===== src/rtl/uart_prog_loader.sv =====
// uart_prog_loader
//   Serial boot loader. Receives a framed program image from the console UART
//   and writes it as big-endian 32-bit words into the instruction RAM. The CPU
//   is held in reset until a frame completes with a good checksum. Afterwards
//   one status byte is sent back to the host: 'K' for success, 'E' for failure.
//   Frame: SYNC, LEN_HI, LEN_LO, 4*N data bytes, CSUM (8-bit sum of the data).
// Ports
//   i_clk, i_resetn       clock, synchronous active-low reset
//   i_rx_valid, i_rx_byte received byte from UART
//   o_rx_ack              1-cycle consume pulse to UART
//   o_tx_byte, o_tx_we    reply byte / write request to UART
//   i_tx_wait             UART busy; write accepted when o_tx_we && !i_tx_wait
//   o_mem_we/addr/wdata   instruction RAM write port
//   o_cpu_hold            1 = CPU held in reset
//   o_done, o_err         status of the last frame
module uart_prog_loader #(
  parameter int unsigned ADDR_W         = 11,
  parameter int unsigned MEM_WORDS      = 2048,
  parameter int unsigned TIMEOUT_CYCLES = 1600000,
  parameter logic [7:0]  SYNC_BYTE      = 8'hA5
) (
  input  logic              i_clk,
  input  logic              i_resetn,
  input  logic              i_rx_valid,
  input  logic [7:0]        i_rx_byte,
  output logic              o_rx_ack,
  output logic [7:0]        o_tx_byte,
  output logic              o_tx_we,
  input  logic              i_tx_wait,
  output logic              o_mem_we,
  output logic [ADDR_W-1:0] o_mem_addr,
  output logic [31:0]       o_mem_wdata,
  output logic              o_cpu_hold,
  output logic              o_done,
  output logic              o_err
);

  typedef enum logic [2:0] {
    S_IDLE, S_LEN_HI, S_LEN_LO, S_DATA, S_CSUM, S_REPLY, S_TXWAIT
  } state_t;

  localparam logic [7:0] CODE_OK  = 8'h4B;  // 'K'
  localparam logic [7:0] CODE_ERR = 8'h45;  // 'E'

  state_t      r_state;
  logic        r_rx_ack;
  logic [7:0]  r_tx_byte;
  logic        r_tx_we;
  logic        r_mem_we;
  logic [ADDR_W-1:0] r_mem_addr;
  logic [31:0] r_mem_wdata;
  logic        r_cpu_hold;
  logic        r_done;
  logic        r_err;
  logic [15:0] r_len;
  logic [15:0] r_widx;
  logic [1:0]  r_bidx;
  logic [23:0] r_word;
  logic [7:0]  r_sum;
  logic [7:0]  r_code;
  logic [31:0] r_to;

  logic        w_rx_state;
  logic        w_in_frame;
  logic        w_take;
  logic        w_timeout;
  logic [15:0] w_len;
  logic [31:0] w_word_nxt;

  always_comb begin
    w_rx_state = (r_state == S_IDLE) || (r_state == S_LEN_HI) || (r_state == S_LEN_LO) ||
                 (r_state == S_DATA) || (r_state == S_CSUM);
    w_in_frame = (r_state == S_LEN_HI) || (r_state == S_LEN_LO) ||
                 (r_state == S_DATA) || (r_state == S_CSUM);
    // r_rx_ack gates the take so a byte still presented during its ack cycle
    // is not consumed twice.
    w_take     = i_rx_valid && !r_rx_ack && w_rx_state;
    w_timeout  = w_in_frame && !w_take && (r_to == 32'(TIMEOUT_CYCLES - 1));
    w_len      = {r_len[15:8], i_rx_byte};
    w_word_nxt = {r_word, i_rx_byte};
  end

  always_ff @(posedge i_clk) begin
    if (!i_resetn) begin
      r_state     <= S_IDLE;
      r_rx_ack    <= 1'b0;
      r_tx_byte   <= '0;
      r_tx_we     <= 1'b0;
      r_mem_we    <= 1'b0;
      r_mem_addr  <= '0;
      r_mem_wdata <= '0;
      r_cpu_hold  <= 1'b1;
      r_done      <= 1'b0;
      r_err       <= 1'b0;
      r_len       <= '0;
      r_widx      <= '0;
      r_bidx      <= '0;
      r_word      <= '0;
      r_sum       <= '0;
      r_code      <= '0;
      r_to        <= '0;
    end else begin
      r_rx_ack <= w_take;
      r_mem_we <= 1'b0;

      if (w_take)
        r_to <= '0;
      else if (w_in_frame)
        r_to <= r_to + 32'd1;

      case (r_state)
        S_IDLE: begin
          if (w_take && (i_rx_byte == SYNC_BYTE)) begin
            r_cpu_hold <= 1'b1;
            r_done     <= 1'b0;
            r_err      <= 1'b0;
            r_sum      <= '0;
            r_state    <= S_LEN_HI;
          end
        end
        S_LEN_HI: begin
          if (w_take) begin
            r_len[15:8] <= i_rx_byte;
            r_state     <= S_LEN_LO;
          end
        end
        S_LEN_LO: begin
          if (w_take) begin
            r_len[7:0] <= i_rx_byte;
            if (w_len > 16'(MEM_WORDS)) begin
              r_code  <= CODE_ERR;
              r_state <= S_REPLY;
            end else if (w_len == 16'd0) begin
              r_state <= S_CSUM;
            end else begin
              r_widx  <= '0;
              r_bidx  <= '0;
              r_state <= S_DATA;
            end
          end
        end
        S_DATA: begin
          if (w_take) begin
            r_word <= w_word_nxt[23:0];
            r_sum  <= r_sum + i_rx_byte;
            r_bidx <= r_bidx + 2'd1;
            if (r_bidx == 2'd3) begin
              r_mem_we    <= 1'b1;
              r_mem_addr  <= r_widx[ADDR_W-1:0];
              r_mem_wdata <= w_word_nxt;
              r_widx      <= r_widx + 16'd1;
              if (r_widx == r_len - 16'd1)
                r_state <= S_CSUM;
            end
          end
        end
        S_CSUM: begin
          if (w_take) begin
            r_code  <= (i_rx_byte == r_sum) ? CODE_OK : CODE_ERR;
            r_state <= S_REPLY;
          end
        end
        S_REPLY: begin
          r_tx_byte <= r_code;
          r_tx_we   <= 1'b1;
          r_state   <= S_TXWAIT;
        end
        S_TXWAIT: begin
          if (!i_tx_wait) begin
            r_tx_we <= 1'b0;
            if (r_code == CODE_OK) begin
              r_cpu_hold <= 1'b0;
              r_done     <= 1'b1;
            end else begin
              r_err <= 1'b1;
            end
            r_state <= S_IDLE;
          end
        end
        default: r_state <= S_IDLE;
      endcase

      // Timeout only fires in frame states without a take, so it never
      // collides with the per-state updates above.
      if (w_timeout) begin
        r_code  <= CODE_ERR;
        r_state <= S_REPLY;
      end
    end
  end

  assign o_rx_ack    = r_rx_ack;
  assign o_tx_byte   = r_tx_byte;
  assign o_tx_we     = r_tx_we;
  assign o_mem_we    = r_mem_we;
  assign o_mem_addr  = r_mem_addr;
  assign o_mem_wdata = r_mem_wdata;
  assign o_cpu_hold  = r_cpu_hold;
  assign o_done      = r_done;
  assign o_err       = r_err;

endmodule


===== config.mk =====
export PLATFORM = sky130hd
export DESIGN_NAME = uart_prog_loader
export DESIGN_NICKNAME = d
export VERILOG_FILES = /design/src/rtl/uart_prog_loader.sv
export SDC_FILE = /design/constraint.sdc
export NUM_CORES = 1
export LEC_CHECK = 0
export BUFFER_PORTS_ARGS = -buffer_cell sky130_fd_sc_hd__buf_2
export CAP_MARGIN = 20
export CORE_ASPECT_RATIO = 0.5
export CORE_UTILIZATION = 56
export CTS_BUF_LIST = sky130_fd_sc_hd__clkbuf_2 sky130_fd_sc_hd__clkbuf_4 sky130_fd_sc_hd__clkbuf_8
export DETAILED_ROUTE_END_ITERATION = 10
export PLACE_DENSITY = 0.85
export SLEW_MARGIN = 20
export SYNTH_ARGS = -nofsm -noshare
export SYNTH_HDL_FRONTEND = slang
export SYNTH_SLANG_ARGS = --single-unit

===== constraint.sdc =====
create_clock -name i_clk -period 2.5 [get_ports i_clk]
set_clock_uncertainty 0.2 [all_clocks]
set_input_delay 0.125 -clock i_clk [delete_from_list [all_inputs] [get_ports i_clk]]
set_output_delay 0.125 -clock i_clk [all_outputs]
set_load 0.05 [all_outputs]

==> results of run 1 <==
==> synth_stat cells (all sizes together), types with 3 or more instances <==
| master | count | area share |
|---|---|---|
| a21boi | 70 | 0.072 |
| a21o | 7 | 0.0072 |
| a21oi | 13 | 0.0089 |
| a22oi | 8 | 0.0082 |
| a31oi | 3 | 0.0026 |
| and2 | 6 | 0.0051 |
| and3 | 12 | 0.010 |
| and4 | 5 | 0.0061 |
| buf | 9 | 0.0084 |
| clkbuf | 41 | 0.021 |
| dfxtp | 156 | 0.43 |
| ha | 11 | 0.019 |
| inv | 13 | 0.0067 |
| mux2i | 21 | 0.029 |
| nand2 | 169 | 0.087 |
| nand2b | 7 | 0.0060 |
| nand3 | 28 | 0.019 |
| nand4 | 11 | 0.0094 |
| nor2 | 76 | 0.039 |
| nor2b | 36 | 0.031 |
| nor3 | 11 | 0.0089 |
| nor4 | 13 | 0.011 |
| nor4b | 3 | 0.0036 |
| o2111ai | 3 | 0.0060 |
| o211ai | 3 | 0.0031 |
| o21ai | 14 | 0.010 |
| or3 | 11 | 0.0094 |
| or4 | 6 | 0.0061 |
| xnor2 | 31 | 0.037 |
| xor2 | 36 | 0.043 |
==> layer usage <==
| metal | GRT usage | part of all wire | wire (µm) | up-vias |
|---|---|---|---|---|
| li1 | - | - | - | 3152 |
| met1 | 0.362 | 0.44 | 8180 | 3140 |
| met2 | 0.467 | 0.47 | 8800 | 181 |
| met3 | 0.0529 | 0.046 | 846 | 60 |
| met4 | 0.141 | 0.039 | 719 | 0 |
| met5 | 0 | 0 | 0 | - |
==> kinds of logic after synthesis <==
| group | share of synthesized area |
|---|---|
| xor+xnor | 0.0800 |
| mux | 0.0302 |
| fa+ha+maj | 0.0215 |
| other cells | 0.000511 |
| simple gates | 0.263 |
| buf+inv | 0.0360 |
| compound gates | 0.143 |
| flops | 0.426 |
==> per-stage QoR <==
stage | util | TNS, ps
3_5_place_dp | 0.639 | -1320
5_1_grt | 0.693 | -839
6_report | 0.693 | -476
3_3_place_gp | 0.639 | -576
2_1_floorplan | - | -180
4_1_cts | 0.690 | -448
==> worst max-delay path: stages (launching register included) <==
cell       delay (ps)
dfxtp_2           340
inv_2              70
ha_4              130
or4b_4            460
or3_4             390
a2111oi_4         300
and3_1            190
nand4_1            90
o31ai_2           250
a211oi_1          110
==> timing repair <==
item,CTS,global route
endpoints found under the setup margin,4,16
endpoints found under the hold margin,44,0
gates resized for setup,3,11
pin swaps,1,2
buffers inserted,1,0
hold buffers,12,0
==> sequential cells by signal, summed over array words and instances (netlist names) <==
| name | flops |
|---|---|
| r_bidx | 2 |
| r_code | 3 |
| r_to | 32 |
| o_tx_byte | 3 |
| o_mem_we | 1 |
| r_state | 3 |
| o_mem_wdata | 32 |
| o_done | 1 |
| o_err | 1 |
| r_len | 16 |
| o_tx_we | 1 |
| o_mem_addr | 11 |
| r_sum | 8 |
| r_word | 24 |
| o_rx_ack | 1 |
| r_widx | 16 |
| o_cpu_hold | 1 |
==> area by class of cell <==
| class | count | area (µm²) | area share |
|---|---|---|---|
| clock inverter | 10 | 236 | 0.0269 |
| timing repair buffer | 131 | 876 | 0.0995 |
| sequential | 156 | 3130 | 0.355 |
| tap | 170 | 213 | 0.0242 |
| multi-input combinational | 648 | 4040 | 0.459 |
| inverter | 13 | 48.8 | 0.00554 |
| clock buffer | 20 | 263 | 0.0298 |
==> report_power, final <==
part / total, mW / switching (mW) / internal (mW)
Sequential: 2.61 / 0.0640 / 2.54
Combinational: 1.14 / 0.653 / 0.491
Clock: 2.38 / 0.940 / 1.44
Total: 6.13 / 1.66 / 4.47
==> worst paths after layout <==
kind | to | slack (ps) | cells past startpoint
max | r_state[1]$_SDFFE_PP0P_ | -160 | 9
min | r_len[1]$_SDFFE_PN0P_ | 60 | 4
max reg2reg | r_state[1]$_SDFFE_PP0P_ | -160 | 9
min reg2reg | o_mem_addr[3]$_SDFFE_PN0P_ | 260 | 2
==> cell usage in the layout, fill, tap and decap left out, types with 3 or more instances in the layout <==
cell type,Yosys,layout
nand2b_1,7,7
a31oi_1,3,3
xnor2_1,31,31
bufinv_16,0,7
dfxtp_2,0,4
o21ai_0,13,13
a21boi_0,70,70
buf_2,1,65
a21oi_1,13,12
nor2b_1,36,36
nand4_1,11,11
nor4_1,13,13
nand2_1,169,169
xor2_1,36,36
nand3_1,28,28
ha_1,11,10
conb_1,1,3
and2_1,6,5
and4_1,4,4
inv_1,13,11
dlygate4sd3_1,0,12
and3_1,11,11
mux2i_1,21,21
dfxtp_1,156,152
o211ai_1,3,3
nor2_1,76,74
nor3_1,9,9
clkbuf_8,0,18
or4_1,6,6
or3_1,11,9
a22oi_1,8,8
buf_4,5,52
a21o_1,7,7
==> impl_metrics.yaml, run 1 <==
yosys:
  ys.warnings.count: 0
  yosysSeqAreaShare: 0.426
  synth_edf_count: 0
  async_reset_ff_frac: 0
  synth_cell_types: 65
  dominantRegCellSynth: "dfxtp_1"
  netlist_instances: 865
  syn-cell-area_um2: 7330
  ys_seq_elements: 156
  syn_avg_cell_area_um2: 8.48
floorplanning:
  core_area_um2: 12700
  ios: 69
  die-area_um2: 13600
  die-width_um: 164
  die_h_um: 82.9
  rows: 29
  initial_core_util: 0.577
finish:
  final_cells: 1148
  n_antenna_cell: 0
  syn2layout_area_growth_pct: 20.1
  nets: 991
  drive_above_1_share: 0.182
  fillers: 948
  final_cell_area_um2: 8800
setup_path:
  r2r_start: "r_len[1]$_SDFFE_PN0P_"
  cp-startpoint: "r_len[1]$_SDFFE_PN0P_"
  cp.required_ps: 2620
  cp.arrival_ps: 2790
  cp-start-kind: "flop"
  path_max_fanout: 2
  worstSetupPathType: "flop to flop"
  cp-end-kind: "flop"
sta:
  finalCritPeriodShare: 1.07
  hold_ws_ps: 62.7
  slew_viol_final: 0
  hold_viol_final: 0
  fin_crit_ps: 2660
  setup_slack_ps: -163
  grt_setup_unrepaired: "true"
  fmax_mhz: 376
  setup_viol: 3
pwr:
  power_density_nw_per_um2: 696
  ir_drop_v: 0.000332
  p_leak_nw: 3.39
  power_mw: 6.13
route:
  drt-initial-drc-count: 525
  drt_first_pass_iters: 5
  wl_per_cell_um: 16.2
  vias_per_cell: 5.69
  drc: 0
  ant_nets: 0
  totalWireLength_um: 18600
  route.vias.total: 6533
run_status:
  status: "finished, violations left"
  violations: "setup timing"
clocking:
  cts_root_buf: "clkbuf_8"
  h-tree-depth: 4
  cts_tree: "yes"
  clkTransAtPathRegs_ps: 80
  clock_sinks: 156
  cts_max_path_buffers: 2
  cts-buffers-inserted: 17
  clock_latency_ps: 450
flow_run:
  drv_cap: 0
hold_path:
  min_from: "i_rx_byte[1]"
  hold_class: "input pin to flop"
grt:
  grt_overflow_total: 0
  track_usage: 0.285
  grt_pass1_wl_um: 30800
  antenna_found_initial: 0
  grt_pass1_vias: 6301
  grt_max_degree: 101
placement:
  dp_hpwl_um: 12200
  place_ws_ps: -145
  portBuffers: 65
  placed_cell_area_um2: 8110
  dp_cells: 1105
  globalplace.congestion: 0.969
Power figures use the tool's default switching activity.
==> run 2, diff against run 1 <==
==> constraint.sdc (replaced) <==
create_clock -name i_clk -period 2.5 [get_ports i_clk]
set_clock_uncertainty 0.2 [all_clocks]
set_input_delay 0.375 -clock i_clk [delete_from_list [all_inputs] [get_ports i_clk]]
set_output_delay 0.375 -clock i_clk [all_outputs]
set_load 0.05 [all_outputs]
==> run 2 against run 1 <==
- the flow still finishes with violations (setup timing)
- register-to-register slack is essentially flat
- sequential share of layout area up 0.63 points
- final cell count shrank 0.35%
- global-route usage is 2.2 points lower
- sequential power hardly changed
- design area down 1.7%
- first-iteration DRC count down 11%
- sequential cell count unchanged
- setup slack improved by 6.1 ps
- wire length decreased by 4.3%
- largest power group unchanged
- highest routed layer unchanged
==> impl_metrics.yaml, run 2 (synthesis gave the netlist of run 1 again) <==
pwr:
  power_frac_comb: 0.201
  p_switching_mw: 1.76
  power_mw: 5.76
  p_sw_frac: 0.305
  seqPwrFrac: 0.454
  ir_drop_v: 0.000392
  intPower_mw: 4.01
  p_leak_nw: 3.35
  power_density_nw_per_um2: 666
  clockPowerShare: 0.344
clocking:
  clock_sinks: 156
  clkTransAtPathRegs_ps: 90
  cts_hold_buffers: 0
  cts_max_path_buffers: 2
  clock_latency_ps: 460
  cts_root_buf: "clkbuf_8"
  cts_setup_buffers: 0
  cts_tree: "yes"
  cts-buffers-inserted: 17
  h-tree-depth: 4
sta:
  setup_viol: 3
  slew_viol_final: 0
  fin_crit_ps: 2660
  finalCritPeriodShare: 1.06
  setup_slack_ps: -157
  fmax_mhz: 376
  hold_ws_ps: 37.7
  fin_tns_setup_ps: -433
  hold_viol_final: 0
  grt_setup_unrepaired: "true"
setup_path:
  cp.arrival_ps: 2790
  cp-start-kind: "flop"
  cp.required_ps: 2630
  crit_slowest_cell: "or4b_4"
  path_max_fanout: 2
  r2r_start: "r_len[1]$_SDFFE_PN0P_"
  crit_chain: "inv_2 -> ha_4 -> or4b_4 -> or3_4 -> a2111oi_4 -> and3_4 -> nand4_1 -> o2111ai_1 -> o211ai_1"
  crit_path_max_incr_delay_ps: 450
  cp-startpoint: "r_len[1]$_SDFFE_PN0P_"
  cp-end-kind: "flop"
  worstSetupPathType: "flop to flop"
grt:
  antenna_found_initial: 0
  grt_overflow_total: 0
  grt_pass1_wl_um: 28600
  track_usage: 0.264
  grt_pass1_vias: 5975
  grt_max_degree: 45
route:
  ant_nets: 0
  wl_per_cell_um: 15.5
  drt_first_pass_iters: 5
  drt-initial-drc-count: 466
  wl_met2_um: 8700
  routed.top_layer: "met4"
  drc: 0
  met1Wirelength_um: 7880
  wl_met3_um: 820
  vias_per_cell: 5.61
  route.vias.total: 6414
  totalWireLength_um: 17800
finish:
  nets: 985
  drive_above_1_share: 0.191
  final_util: 0.681
  mostFrequentLayoutCell: "nand2_1"
  syn2layout_area_growth_pct: 18.0
  final_cell_mix: "169 x nand2_1, 152 x dfxtp_1, 75 x nor2_1"
  n_antenna_cell: 0
  final_cell_area_um2: 8650
  final_cells: 1144
floorplanning:
  ios: 69
  die_h_um: 82.9
  rows: 29
  die-area_um2: 13600
  core_area_um2: 12700
  die-width_um: 164
  initial_core_util: 0.577
placement:
  place_ws_ps: -240
  dp_hpwl_um: 12200
  dp_cells: 1112
  placed_cell_area_um2: 8190
  globalplace.congestion: 0.909
  portBuffers: 65
run_status:
  status: "finished, violations left"
  violations: "setup timing"
hold_path:
  hold_class: "input pin to flop"
  min_from: "i_resetn"
flow_run:
  drv_cap: 0
[run 2: cell count changes in the layout (fill, tap and decap cells not counted), moves of 2 or more]
cell	before	now
dlygate4sd3_1	12	0
inv_8	0	4
or4_4	0	2
inv_6	1	4
buf_4	52	58
nor4_1	13	11
or4_1	6	4
bufinv_16	7	2
nor4_2	0	2
nor2_4	2	0
[run 2: final timing paths]
| check | end | slack (ps) | cells past startpoint |
|---|---|---|---|
| setup / recovery | r_state[0]$_SDFFE_PN0P_ | -160 | 9 |
| hold / removal | o_cpu_hold$_SDFFE_PN1P_ | 40 | 2 |
| setup reg to reg | r_state[0]$_SDFFE_PN0P_ | -160 | 9 |
| hold reg to reg | o_mem_addr[4]$_SDFFE_PN0P_ | 260 | 2 |
[run 2: cell type report]
| type | instances | area (µm²) |
|---|---|---|
| Multi-Input combinational cell | 648 | 4050 |
| Fill cell | 966 | 4050 |
| Sequential cell | 156 | 3130 |
| Timing Repair Buffer | 125 | 801 |
| Clock buffer | 18 | 241 |
| Tap cell | 170 | 213 |
| Clock inverter | 14 | 171 |
| Inverter | 13 | 48.8 |
[run 2: worst max-delay path: cells and delay by family, from the launching register on]
kind                     cells  cell delay, ps
AND/OR/NAND/NOR              4            1150
AO/OA/AOI/OAI                3             660
flip-flops                   1             340
adder cells (fa/ha/maj)      1             130
buffers and inverters        1              60
[run 2: what timing repair did]
action / in CTS / in global routing
setup endpoints to repair: 3 / 12
gates resized for setup: 2 / 7
pin swaps: 1 / 1
[run 2: power by group through the flow]
| stage | Sequential, mW | Combinational, mW | Clock (mW) |
|---|---|---|---|
| after global placement | 2.67 | 1.08 | 0 |
| final | 2.62 | 1.16 | 1.98 |
| after detailed placement | 2.67 | 1.10 | 0 |
| after floorplan | 2.65 | 0.778 | 0 |
| after CTS | 2.61 | 1.13 | 2.00 |
| after global routing | 2.62 | 1.26 | 2.08 |
[run 2: per-layer routing]
layer,vias to the layer above,GRT usage
met4,0,0.0976
met2,189,0.456
met5,-,0
met3,35,0.0450
li1,3141,-
met1,3049,0.329
==> run 3, diff against run 2 <==
--- a/config.mk
+++ b/config.mk
@@ -7,11 +7,13 @@
 export LEC_CHECK = 0
 export BUFFER_PORTS_ARGS = -buffer_cell sky130_fd_sc_hd__buf_2
 export CAP_MARGIN = 20
+export CELL_PAD_IN_SITES_DETAIL_PLACEMENT = 1
+export CELL_PAD_IN_SITES_GLOBAL_PLACEMENT = 1
 export CORE_ASPECT_RATIO = 0.5
-export CORE_UTILIZATION = 56
+export CORE_UTILIZATION = 42
 export CTS_BUF_LIST = sky130_fd_sc_hd__clkbuf_2 sky130_fd_sc_hd__clkbuf_4 sky130_fd_sc_hd__clkbuf_8
 export DETAILED_ROUTE_END_ITERATION = 10
-export PLACE_DENSITY = 0.85
+export PLACE_DENSITY = 0.84
 export SLEW_MARGIN = 20
 export SYNTH_ARGS = -nofsm -noshare
 export SYNTH_HDL_FRONTEND = slang
==> run 3 against run 2 <==
- the flow still finishes with violations (setup timing)
- sequential cell count did not move
- count of clock-buffer cells in the layout rose by 1
- hold slack improved by 83 ps
- largest power group unchanged
- wire length rose by 20%
- sequential share of layout area fell by 0.42 points
==> impl_metrics.yaml, run 3 (synthesis gave the netlist of run 1 again) <==
setup_path:
  r2r_slack_ps: -160
  cp_num_buf_inv: 1
  cp.required_ps: 2650
  crit_slowest_cell: "or4b_4"
  path_max_fanout: 2
  worstSetupPathType: "flop to flop"
  cp-end-kind: "flop"
  cp-start-kind: "flop"
  crit_chain: "inv_2 -> ha_4 -> or4b_4 -> or3_4 -> a2111oi_4 -> and3_1 -> nand4_1 -> o31ai_2 -> a211oi_1"
  reg2reg_depth: 9
  cp.arrival_ps: 2810
  r2r_end: "r_state[1]$_SDFFE_PP0P_"
  cpLargestDelayFamily: "simple AND/OR/NAND/NOR gates"
  r2r_start: "r_len[1]$_SDFFE_PN0P_"
  crit_path_max_incr_delay_ps: 460
hold_path:
  min_from: "i_resetn"
  hold_path_end: "r_len[15]$_SDFFE_PN0P_"
  hold_depth: 2
  hold_class: "input pin to flop"
finish:
  final_cells: 1210
  final_cell_mix: "169 x nand2_1, 151 x dfxtp_1, 75 x nor2_1"
  fillers: 2028
  final_cell_area_um2: 8760
  nets: 994
  syn2layout_area_growth_pct: 19.5
  mostFrequentLayoutCell: "nand2_1"
  drive_above_1_share: 0.201
  n_antenna_cell: 0
sta:
  grt_setup_unrepaired: "true"
  fin_crit_ps: 2660
  hold_viol_final: 0
  slew_headroom: 0.621
  setup_slack_ps: -163
  fmax_mhz: 376
  worstMarginPinSlew_ps: 564
  finalCritPeriodShare: 1.07
  setup_viol: 3
  slew_viol_final: 0
clocking:
  clock_sinks: 156
  cts_max_path_buffers: 2
  cts_tree: "yes"
  h-tree-depth: 4
  cts-buffers-inserted: 17
  cts_root_buf: "clkbuf_8"
  clock_latency_ps: 460
  clkTransAtPathRegs_ps: 90
placement:
  dp_hpwl_um: 15200
  place_ws_ps: -300
  globalplace.congestion: 0.905
  dp_cells: 1176
  portBuffers: 65
  placed_cell_area_um2: 8320
pwr:
  ir_drop_v: 0.000428
  power_mw: 5.63
  p_leak_nw: 3.34
  power_density_nw_per_um2: 642
route:
  ant_nets: 0
  wl_per_cell_um: 17.6
  vias_per_cell: 5.40
  route.vias.total: 6536
  drt_first_pass_iters: 4
  totalWireLength_um: 21300
  drt-initial-drc-count: 328
  drc: 0
grt:
  track_usage: 0.242
  grt_pass1_wl_um: 34200
  grt_max_degree: 73
  grt_overflow_total: 0
  grt_pass1_vias: 6963
  antenna_found_initial: 0
floorplanning:
  core_area_um2: 16700
  rows: 33
  die_h_um: 95.4
  die-width_um: 189
  die-area_um2: 18000
  initial_core_util: 0.438
  ios: 69
run_status:
  status: "finished, violations left"
  violations: "setup timing"
flow_run:
  drv_cap: 0
-- run 3: how the worst max path moves through the flow --
stage / startpoint / slack, ps / to / depth (start not counted)
4_1_cts: r_len[1]$_SDFFE_PN0P_ / -190 / r_state[1]$_SDFFE_PP0P_ / 9
2_1_floorplan: r_len[1]$_SDFFE_PN0P_ / -30 / r_state[0]$_SDFFE_PN0P_ / 9
3_3_place_gp: i_rx_byte[1] / -230 / r_widx[6]$_SDFFE_PN0P_ / 8
6_report: r_len[1]$_SDFFE_PN0P_ / -160 / r_state[1]$_SDFFE_PP0P_ / 9
5_1_grt: r_len[1]$_SDFFE_PN0P_ / -240 / r_state[1]$_SDFFE_PP0P_ / 9
3_5_place_dp: i_rx_byte[1] / -300 / r_widx[6]$_SDFFE_PN0P_ / 8
-- run 3: worst reg2reg max path, delay by kind of cell, from the launching register on --
kind	cells	cell delay (ps)
AOI/OAI and AO/OA	3	700
adders and majority gates	1	120
buffers and inverters	1	60
DFF	1	330
and+or+nand+nor	4	1130
-- run 3: layout make-up --
cell class / instances / area, µm² / area share
clock inverter: 13 / 109 / 0.0124
timing repair buffer: 134 / 885 / 0.101
tap: 227 / 284 / 0.0324
clock buffer: 19 / 249 / 0.0284
inverter: 13 / 48.8 / 0.00557
multi-input combinational: 648 / 4050 / 0.463
sequential: 156 / 3130 / 0.357
-- run 3: through the flow --
| stage | hold WS [ps] | TNS, ps | util |
|---|---|---|---|
| 6_report | 120 | -439 | 0.524 |
| 2_1_floorplan | 238 | -114 | - |
| 3_5_place_dp | 252 | -5610 | 0.498 |
| 4_1_cts | 86.0 | -469 | 0.521 |
| 5_1_grt | 110 | -703 | 0.524 |
| 3_3_place_gp | 247 | -3670 | 0.498 |
-- run 3: where the power goes --
group	internal [mW]	switching [mW]	total [mW]	leakage (nW)
Combinational	0.536	0.704	1.24	1.91
Sequential	2.54	0.0747	2.62	1.26
Clock	0.731	1.04	1.77	0.170
-- run 3: per-layer routing --
layer / GRT usage / wire length, µm / up-vias
met3: 0.0486 / 695 / 34
met1: 0.272 / 9430 / 3253
li1: - / - / 3150
met2: 0.460 / 10800 / 99
met4: 0.0860 / 426 / 0
met5: 0 / 0 / -
-- run 3: timing repair --
item	4_1_cts	5_1_grt
endpoints found under the setup margin	5	7
hold buffers	0	0
setup buffers	1	1
gates resized for setup	3	9
pin swaps	5	5
